## src/rtl/seq_detect_multi.sv

```systemverilog
// Serial MSB-first detector for NUM_PAT patterns with registered hit pulses.
// Define HIT_CNT_EN to add per-pattern saturating hit counters.
module seq_detect_multi #(
  parameter int SEQ_WIDTH = 6,
  parameter int NUM_PAT   = 2,
  parameter logic [NUM_PAT*SEQ_WIDTH-1:0] TARGETS =
    {6'b101110, 6'b111000},
  parameter bit OVERLAP   = 1'b1,
  parameter int CNT_W     = 8
) (
  input  logic                     clk,
  input  logic                     rst,
  input  logic                     clr,
  input  logic                     din,
  input  logic                     din_vld,
  output logic [NUM_PAT-1:0]       hit,
  output logic                     result,
  output logic [NUM_PAT*CNT_W-1:0] hit_cnt
);

  localparam int FW = $clog2(SEQ_WIDTH + 1);
  localparam logic [FW-1:0] FULL = FW'(SEQ_WIDTH);

  logic [SEQ_WIDTH-1:0] win_q, win_d, new_win;
  logic [FW-1:0]        fill_q, fill_d, fill_inc;
  logic [NUM_PAT-1:0]   match, hit_d;
  logic                 eligible;

  always_ff @(posedge clk or posedge rst) begin
    if (rst) begin
      win_q  <= '0;
      fill_q <= '0;
      hit    <= '0;
      result <= 1'b0;
    end else begin
      win_q  <= win_d;
      fill_q <= fill_d;
      hit    <= hit_d;
      result <= |hit_d;
    end
  end

  always_comb begin
    new_win  = {win_q[SEQ_WIDTH-2:0], din};
    fill_inc = (fill_q == FULL) ? fill_q : fill_q + FW'(1);
    eligible = (fill_inc == FULL);
    for (int i = 0; i < NUM_PAT; i++) begin
      match[i] = eligible &&
        (new_win == TARGETS[i*SEQ_WIDTH +: SEQ_WIDTH]);
    end
  end

  // clr drops the bit presented on its edge
  always_comb begin
    win_d  = win_q;
    fill_d = fill_q;
    hit_d  = '0;
    if (clr) begin
      win_d  = '0;
      fill_d = '0;
    end else if (din_vld) begin
      win_d  = new_win;
      hit_d  = match;
      fill_d = (!OVERLAP && |match) ? '0 : fill_inc;
    end
  end

`ifdef HIT_CNT_EN
  logic [CNT_W-1:0] cnt_q [NUM_PAT];

  always_ff @(posedge clk or posedge rst) begin
    if (rst) begin
      for (int i = 0; i < NUM_PAT; i++) cnt_q[i] <= '0;
    end else if (clr) begin
      for (int i = 0; i < NUM_PAT; i++) cnt_q[i] <= '0;
    end else begin
      for (int i = 0; i < NUM_PAT; i++) begin
        if (hit_d[i] && !(&cnt_q[i]))
          cnt_q[i] <= cnt_q[i] + CNT_W'(1);
      end
    end
  end

  always_comb begin
    hit_cnt = '0;
    for (int i = 0; i < NUM_PAT; i++)
      hit_cnt[i*CNT_W +: CNT_W] = cnt_q[i];
  end
`else
  assign hit_cnt = '0;
`endif

endmodule

```

## config.mk

```make
export PLATFORM = sky130hd
export DESIGN_NAME = seq_detect_multi
export DESIGN_NICKNAME = d
export VERILOG_FILES = /design/src/rtl/seq_detect_multi.sv
export SDC_FILE = /design/constraint.sdc
export NUM_CORES = 1
export LEC_CHECK = 0
export ABC_AREA = 1
export CAP_MARGIN = 20
export CORE_ASPECT_RATIO = 1.25
export CORE_MARGIN = 5
export CORE_UTILIZATION = 35
export DETAILED_ROUTE_END_ITERATION = 10
export GPL_TIMING_DRIVEN = 0
export PLACE_DENSITY = 0.68
export SLEW_MARGIN = 20
export SYNTH_ARGS = -nofsm -noshare
export SYNTH_HDL_FRONTEND = slang
export SYNTH_SLANG_ARGS = --single-unit
```

## constraint.sdc

```tcl
create_clock -name clk -period 1.35 [get_ports clk]
set_clock_uncertainty 0.2 [all_clocks]
set_input_delay 0.27 -clock clk [delete_from_list [all_inputs] [get_ports clk]]
set_output_delay 0.27 -clock clk [all_outputs]
set_load 0.01 [all_outputs]
```

==> results of run 1 <==
==> worst paths after layout <==
check	from	to	slack [ns]	depth (start not counted)
max in group asynchronous	rst	fill_q[1]	0.55	2
min reg2reg	win_q[2]	win_q[2]	0.28	2
min in group clk	win_q[2]	win_q[2]	0.28	2
max	fill_q[1]	result	0.002	6
min	rst	win_q[1]	0.09	2
max reg2reg	fill_q[1]	result	0.002	6
==> cell type report <==
class	instances	area (µm²)	share of cell area (%)
repair buffers	10	81.3	8.84
multi-input cells	59	347	37.7
inverters	12	45.0	4.90
well taps	19	23.8	2.59
clock buffers	4	26.3	2.86
plain buffers	16	120	13.1
flip-flops and latches	11	277	30.1
==> kinds of logic (layout without fill, tap and decap cells) <==
family	count (synthesis)	count (layout)	synth area share (%)
AOI/OAI and AO/OA	7	7	6.39
adders and majority gates	2	2	3.76
buffers and inverters	28	42	24.8
DFF	11	11	41.4
other	1	16	0.563
and+or+nand+nor	34	34	23.1
==> routing by layer <==
metal	vias to the layer above	GRT usage (%)	wire length, µm	part of all wire (%)
li1	287	-	-	-
met1	259	8.86	442	34
met2	15	19.0	760	58
met3	4	3.04	85	6.5
met4	0	4.62	11	0.85
met5	-	0	0	0
==> timing repair <==
item / 4_1_cts / 5_1_grt
hold buffers: 0 / 0
pin swaps: 1 / 5
setup endpoints to repair: 8 / 8
buffers inserted: 3 / 0
resized for setup: 16 / 10
hold endpoints to repair: 0 / 0
==> cell usage after synthesis <==
| master | n | area share [%] |
|---|---|---|
| o21ai_0 | 2 | 1.5 |
| nor2_1 | 5 | 2.8 |
| a21oi_2 | 1 | 1.3 |
| nor3_1 | 1 | 0.75 |
| ha_1 | 2 | 3.8 |
| nand2_1 | 18 | 10 |
| inv_1 | 10 | 5.6 |
| nand2_2 | 2 | 1.9 |
| buf_4 | 16 | 18 |
| nand3_2 | 2 | 3.0 |
| conb_1 | 1 | 0.56 |
| inv_2 | 2 | 1.1 |
| dfrtp_1 | 11 | 41 |
| o21ai_1 | 1 | 0.75 |
| o22ai_1 | 3 | 2.8 |
| nand3_1 | 6 | 4.5 |
==> critical path, cell delays in order, from the launching register on <==
cell and delay, ns:
dfrtp_2 0.46, ha_4 0.26, inv_2 0.04, nand2_2 0.05, nand2_4 0.08, nand3_4 0.09, a21oi_2 0.10
==> power groups by stage <==
| stage | sequential [mW] | combinational (mW) | clock [mW] |
|---|---|---|---|
| detailed placement | 0.360 | 0.138 | 0 |
| floorplan | 0.357 | 0.111 | 0 |
| global route | 0.364 | 0.213 | 0.244 |
| CTS | 0.360 | 0.167 | 0.229 |
| global placement | 0.359 | 0.134 | 0 |
| finish | 0.362 | 0.192 | 0.221 |
==> stage by stage <==
stage                     TNS [ns]  hold WS, ns
final                            0       0.0899
after global routing        -0.224        0.131
after detailed placement     -1.72        0.267
after CTS                        0        0.102
after floorplan                  0      -0.0776
after global placement       -1.41        0.263
==> flip-flops by register name, summed over array words and instances (netlist names) <==
signal	flops
fill_q	3
hit	2
result	1
win_q	5
==> metrics.md, run 1 <==
| Metric | Value |
|---|---|
| Finished Cell Area | 920 µm² |
| Final setup margin | 0.00151 ns |
| Num ports | 24 |
| Post-route DRC violation count | 0 |
| Layout cell share with drive strength beyond 1 | 37.5% |
| Gr usage total | 9.69% |
| Arrival @ worst endpoint | 1.35 ns |
| Root buffer cell | clkbuf_4 |
| Drt pass-1 iters | 5 |
| CP Capture Type | flop |
| Grt total ovfl | 0 |
| Mapped cell area | 666 µm² |
| Placed Area | 816 µm² |
| Syn Inst Count | 83 |
| Clock power share | 28.5% |
| Fin crit share | 99.9% |
| Vias | 565 |
| Initial Util | 37.3% |
| Clock Sinks | 11 |
| Unrepaired setup endpoints after global routing | true |
| Max-Cap Viols | 0 |
| Class of the worst hold path | input port to asynchronous set/reset pin |
| Final GP Congestion | 0.803 |
| P_leak | 0.502 nW |
| Most frequent cells in the layout | buf_4 (18), conb_1 (16), nand2_1 (15) |
| Commonest non-fill, non-tap cell in the layout | buf_4 |
| Fillers | ~180 |
| Pin count of the biggest net entering global routing | 12 |
| Chip width | slightly below 50 µm |
| Die Ht | 58.8 µm |
| Combinational power share | roughly 25% |
| P_int | ~0.55 mW |
| Max IR drop VDD | 548 µV |
| Synth cell types | 16 |
| Vias in the first global route | 548 |
| TritonCTS Buffers | 3 |
| Worst-Skew Late Latency | ~0.26 ns |
| Fin cells | about 130 |
| Util after Layout | 51.5% |
| Fin. max-slew vios | 0 |
| CTS tree | built |
| Initial DRC count | 6 |
| Seq pwr share | 46.7% |
| Total power draw | 0.775 mW |
| Post-Syn Area per Cell | 8.02 µm² |
| DP HPWL | 1010 µm |
| Vias/cell | 4.31 |
| Switch share | between 20% and 30% |
| Fmax | 742 MHz |
| CTS HTree Levels | 1 |
| Final setup viols | 0 |
| Worst endpoint required time | 1.35 ns |
| Post-Place Worst Slack | -0.216 ns |
| Initial antenna violation count | 0 |
| Placed cells | roughly 120 |
| Final #Nets | 120 |
| Syn. warnings | 0 |
| Power per cell area | 843 nW/µm² |
| Setup crit start kind | flop |
| Synthesis-stage register bit count | 11 |
| Clock transition at path regs | 0.07 ns |
| Area growth syn-to-layout | 38.2% |
| Row count | 17 |
| WL per Instance | 9.92 µm |
| Post-route ant nets | 0 |
| Status | completed |
| Die area | 2880 µm² |
| Clock Path Buffers | 2 |
| Maximum fanout along the worst path | 4 |
| Core area | 1790 µm² |
| PortBufs | 7 |
| N_diodes | 0 |
| Post-layout minimum cycle time | 1.35 ns |
| First-pass GRT wire length | between 2000 and 2500 µm |
| Fin. Hold Viols | 0 |
| Sequential area share after synthesis | 41.4% |
| WS Path Type | flop to flop |
| Net Sw Power | ~0.23 mW |
| Post-Route WL | 1300 µm |
Note: power is estimated with default switching activity, not from simulation.
==> run 2: changes to the inputs <==
--- a/config.mk
+++ b/config.mk
@@ -9,10 +9,10 @@
 export CAP_MARGIN = 20
 export CORE_ASPECT_RATIO = 1.25
 export CORE_MARGIN = 5
-export CORE_UTILIZATION = 35
+export CORE_UTILIZATION = 38
 export DETAILED_ROUTE_END_ITERATION = 10
 export GPL_TIMING_DRIVEN = 0
-export PLACE_DENSITY = 0.68
+export PLACE_DENSITY = 0.72
 export SLEW_MARGIN = 20
 export SYNTH_ARGS = -nofsm -noshare
 export SYNTH_HDL_FRONTEND = slang
==> metrics.md, run 2 (same netlist as run 1, synthesis figures left out) <==
| Metric | Value |
|---|---|
| Clock power share | 29.4% |
| Largest delay share family, worst path | flip-flops |
| P_int | 0.542 mW |
| Worst-Skew Late Latency | approximately 0.27 ns |
| Initial antenna violation count | 0 |
| Max reg flops | 5 |
| Clock Sinks | 11 |
| Cts hold-fix bufs | 0 |
| TritonCTS Buffers | 3 |
| Top Registers | win_q: 5 flops, fill_q: 3 flops, hit: 2 flops |
| Post-route DRC violation count | 0 |
| N_diodes | 0 |
| Core area | 1720 µm² |
| CP Depth | 6 |
| Placed Area | 816 µm² |
| Fin cells | 131 |
| CTS HTree Levels | 1 |
| Drt pass-1 iters | 4 |
| Worst r2r src | fill_q[1] |
| Crit. Startpoint | fill_q[1] |
| Vias in the first global route | 562 |
| Max-Cap Viols | 0 |
| Crit path buf inv count | 1 |
| Finished Cell Area | 922 µm² |
| Fin. max-slew vios | 0 |
| Layout cell share with drive strength beyond 1 | 37.5% |
| Most used cell, CP | nand2_2 |
| Status | completed |
| Reg2reg path depth | 6 |
| Post-Route WL | 1320 µm |
| WL per Instance | 10.1 µm |
| Initial DRC count | 8 |
| Final GP Congestion | 0.782 |
| CTS tree | built |
| Power per cell area | 835 nW/µm² |
| Root buffer cell | clkbuf_4 |
| Area growth syn-to-layout | 38.5% |
| Final setup viols | 0 |
| CP Capture Type | flop |
| Num ports | 24 |
| Worst hold slack | 0.0813 ns |
| Worst endpoint required time | 1.35 ns |
| Internal reg-to-reg setup slack | between 0.01 and 0.015 ns |
| Switch share | just under 30% |
| Biggest register | win_q |
| Util after Layout | 53.5% |
| Row count | 17 |
| Commonest non-fill, non-tap cell in the layout | buf_4 |
| Fin. Hold Viols | 0 |
| PortBufs | 7 |
| P_leak | 0.509 nW |
| Max IR drop VDD | 513 µV |
| Class of the worst hold path | input port to asynchronous set/reset pin |
| Slowest CP cell | dfrtp_2 |
| Seq pwr share | 46.8% |
| Final #Nets | 120 |
| Setup crit start kind | flop |
| Unrepaired setup endpoints after global routing | true |
| CP peak stage delay | 0.46 ns |
| Net Sw Power | 0.228 mW |
| Worst R2R End | result |
| WS Path Type | flop to flop |
| Post-layout minimum cycle time | 1.34 ns |
| Die area | about 2700 µm² |
| Die Ht | 56.8 µm |
| Placed cells | 124 |
| Vias | 545 |
| Most frequent cells in the layout | buf_4 (18), conb_1 (16), nand2_1 (14) |
| Grt total ovfl | 0 |
| Maximum fanout along the worst path | 4 |
| Fmax | roughly 750 MHz |
| Post-route ant nets | 0 |
| Pin count of the biggest net entering global routing | 12 |
| Combinational power share | approximately a quarter |
| Vias/cell | 4.16 |
| Initial Util | between 30% and 40% |
| Clock transition at path regs | around 0.070 ns |
| First-pass GRT wire length | 2410 µm |
| DP HPWL | a little over 1000 µm |
| Chip width | approximately 47 µm |
| Crit path to | result |
| Gr usage total | around 12% |
| Arrival @ worst endpoint | 1.34 ns |
| Clock Path Buffers | 2 |
| Fin crit share | between 90 and 100% |
| CP Cell Sequence | ha_4 -> inv_2 -> nand2_2 -> nand2_2 -> nand3_4 -> a21oi_2 |
==> run 2: changes by cell type in the layout (fill, tap and decap cells not counted), sizes merged <==
cell and change:
clkbuf -1, clkdlybuf4s15 +1, clkdlybuf4s50 -1, dlymetal6s2s +1
==> run 2: power groups by stage <==
stage | Clock [mW] | Sequential (mW) | Combinational, mW
after global placement | 0 | 0.359 | 0.135
after detailed placement | 0 | 0.360 | 0.140
after global routing | 0.251 | 0.363 | 0.205
final | 0.226 | 0.360 | 0.184
after CTS | 0.233 | 0.359 | 0.174
after floorplan | 0 | 0.357 | 0.111
==> run 2: worst min path at each step <==
| stage | depth (start not counted) | startpoint | to | slack (ns) |
|---|---|---|---|---|
| 6_report | 2 | rst | fill_q[2] | 0.08 |
| 5_1_grt | 2 | rst | fill_q[2] | 0.14 |
| 4_1_cts | 2 | rst | fill_q[2] | 0.11 |
| 3_5_place_dp | 2 | win_q[2] | win_q[2] | 0.27 |
| 3_3_place_gp | 2 | win_q[2] | win_q[2] | 0.26 |
| 2_1_floorplan | 1 | rst | fill_q[0] | -0.08 |
==> run 2: timing repair <==
item                                    4_1_cts  5_1_grt
endpoints found under the setup margin        8        8
buffers inserted                              3        0
pin swaps                                     6        4
gates resized for setup                      20        6
==> run 2: stage by stage <==
| stage | power [mW] | TNS (ns) | worst slack, ns |
|---|---|---|---|
| 6_report | 0.770 | 0 | 0.0118 |
| 5_1_grt | 0.819 | -0.170 | -0.0509 |
| 4_1_cts | 0.767 | -0.0106 | -0.0106 |
| 3_5_place_dp | 0.500 | -2.03 | -0.245 |
| 3_3_place_gp | 0.493 | -1.59 | -0.201 |
| 2_1_floorplan | 0.468 | 0 | 0.0304 |
==> run 2: final cells by class <==
| type | instances | area (µm²) |
|---|---|---|
| fillers | 168 | 801 |
| multi-input cells | 59 | 342 |
| flip-flops and latches | 11 | 277 |
| plain buffers | 16 | 120 |
| repair buffers | 10 | 88.8 |
| inverters | 12 | 45.0 |
| clock buffers | 4 | 26.3 |
| well taps | 19 | 23.8 |
==> run 2: routing by layer <==
layer	vias to the layer above	GRT usage (%)	wire length, µm
met1	237	14.6	479
met4	0	7.11	36
met5	-	0	0
met3	4	2.24	95
li1	282	-	-
met2	22	20.1	712
==> run 3: changes to the inputs <==
--- a/config.mk
+++ b/config.mk
@@ -10,6 +10,7 @@
 export CORE_ASPECT_RATIO = 1.25
 export CORE_MARGIN = 5
 export CORE_UTILIZATION = 38
+export CTS_CLUSTER_SIZE = 20
 export DETAILED_ROUTE_END_ITERATION = 10
 export GPL_TIMING_DRIVEN = 0
 export PLACE_DENSITY = 0.72
==> results of run 3 <==
The final DEF is identical to that of run 2; final timing and power are the same.
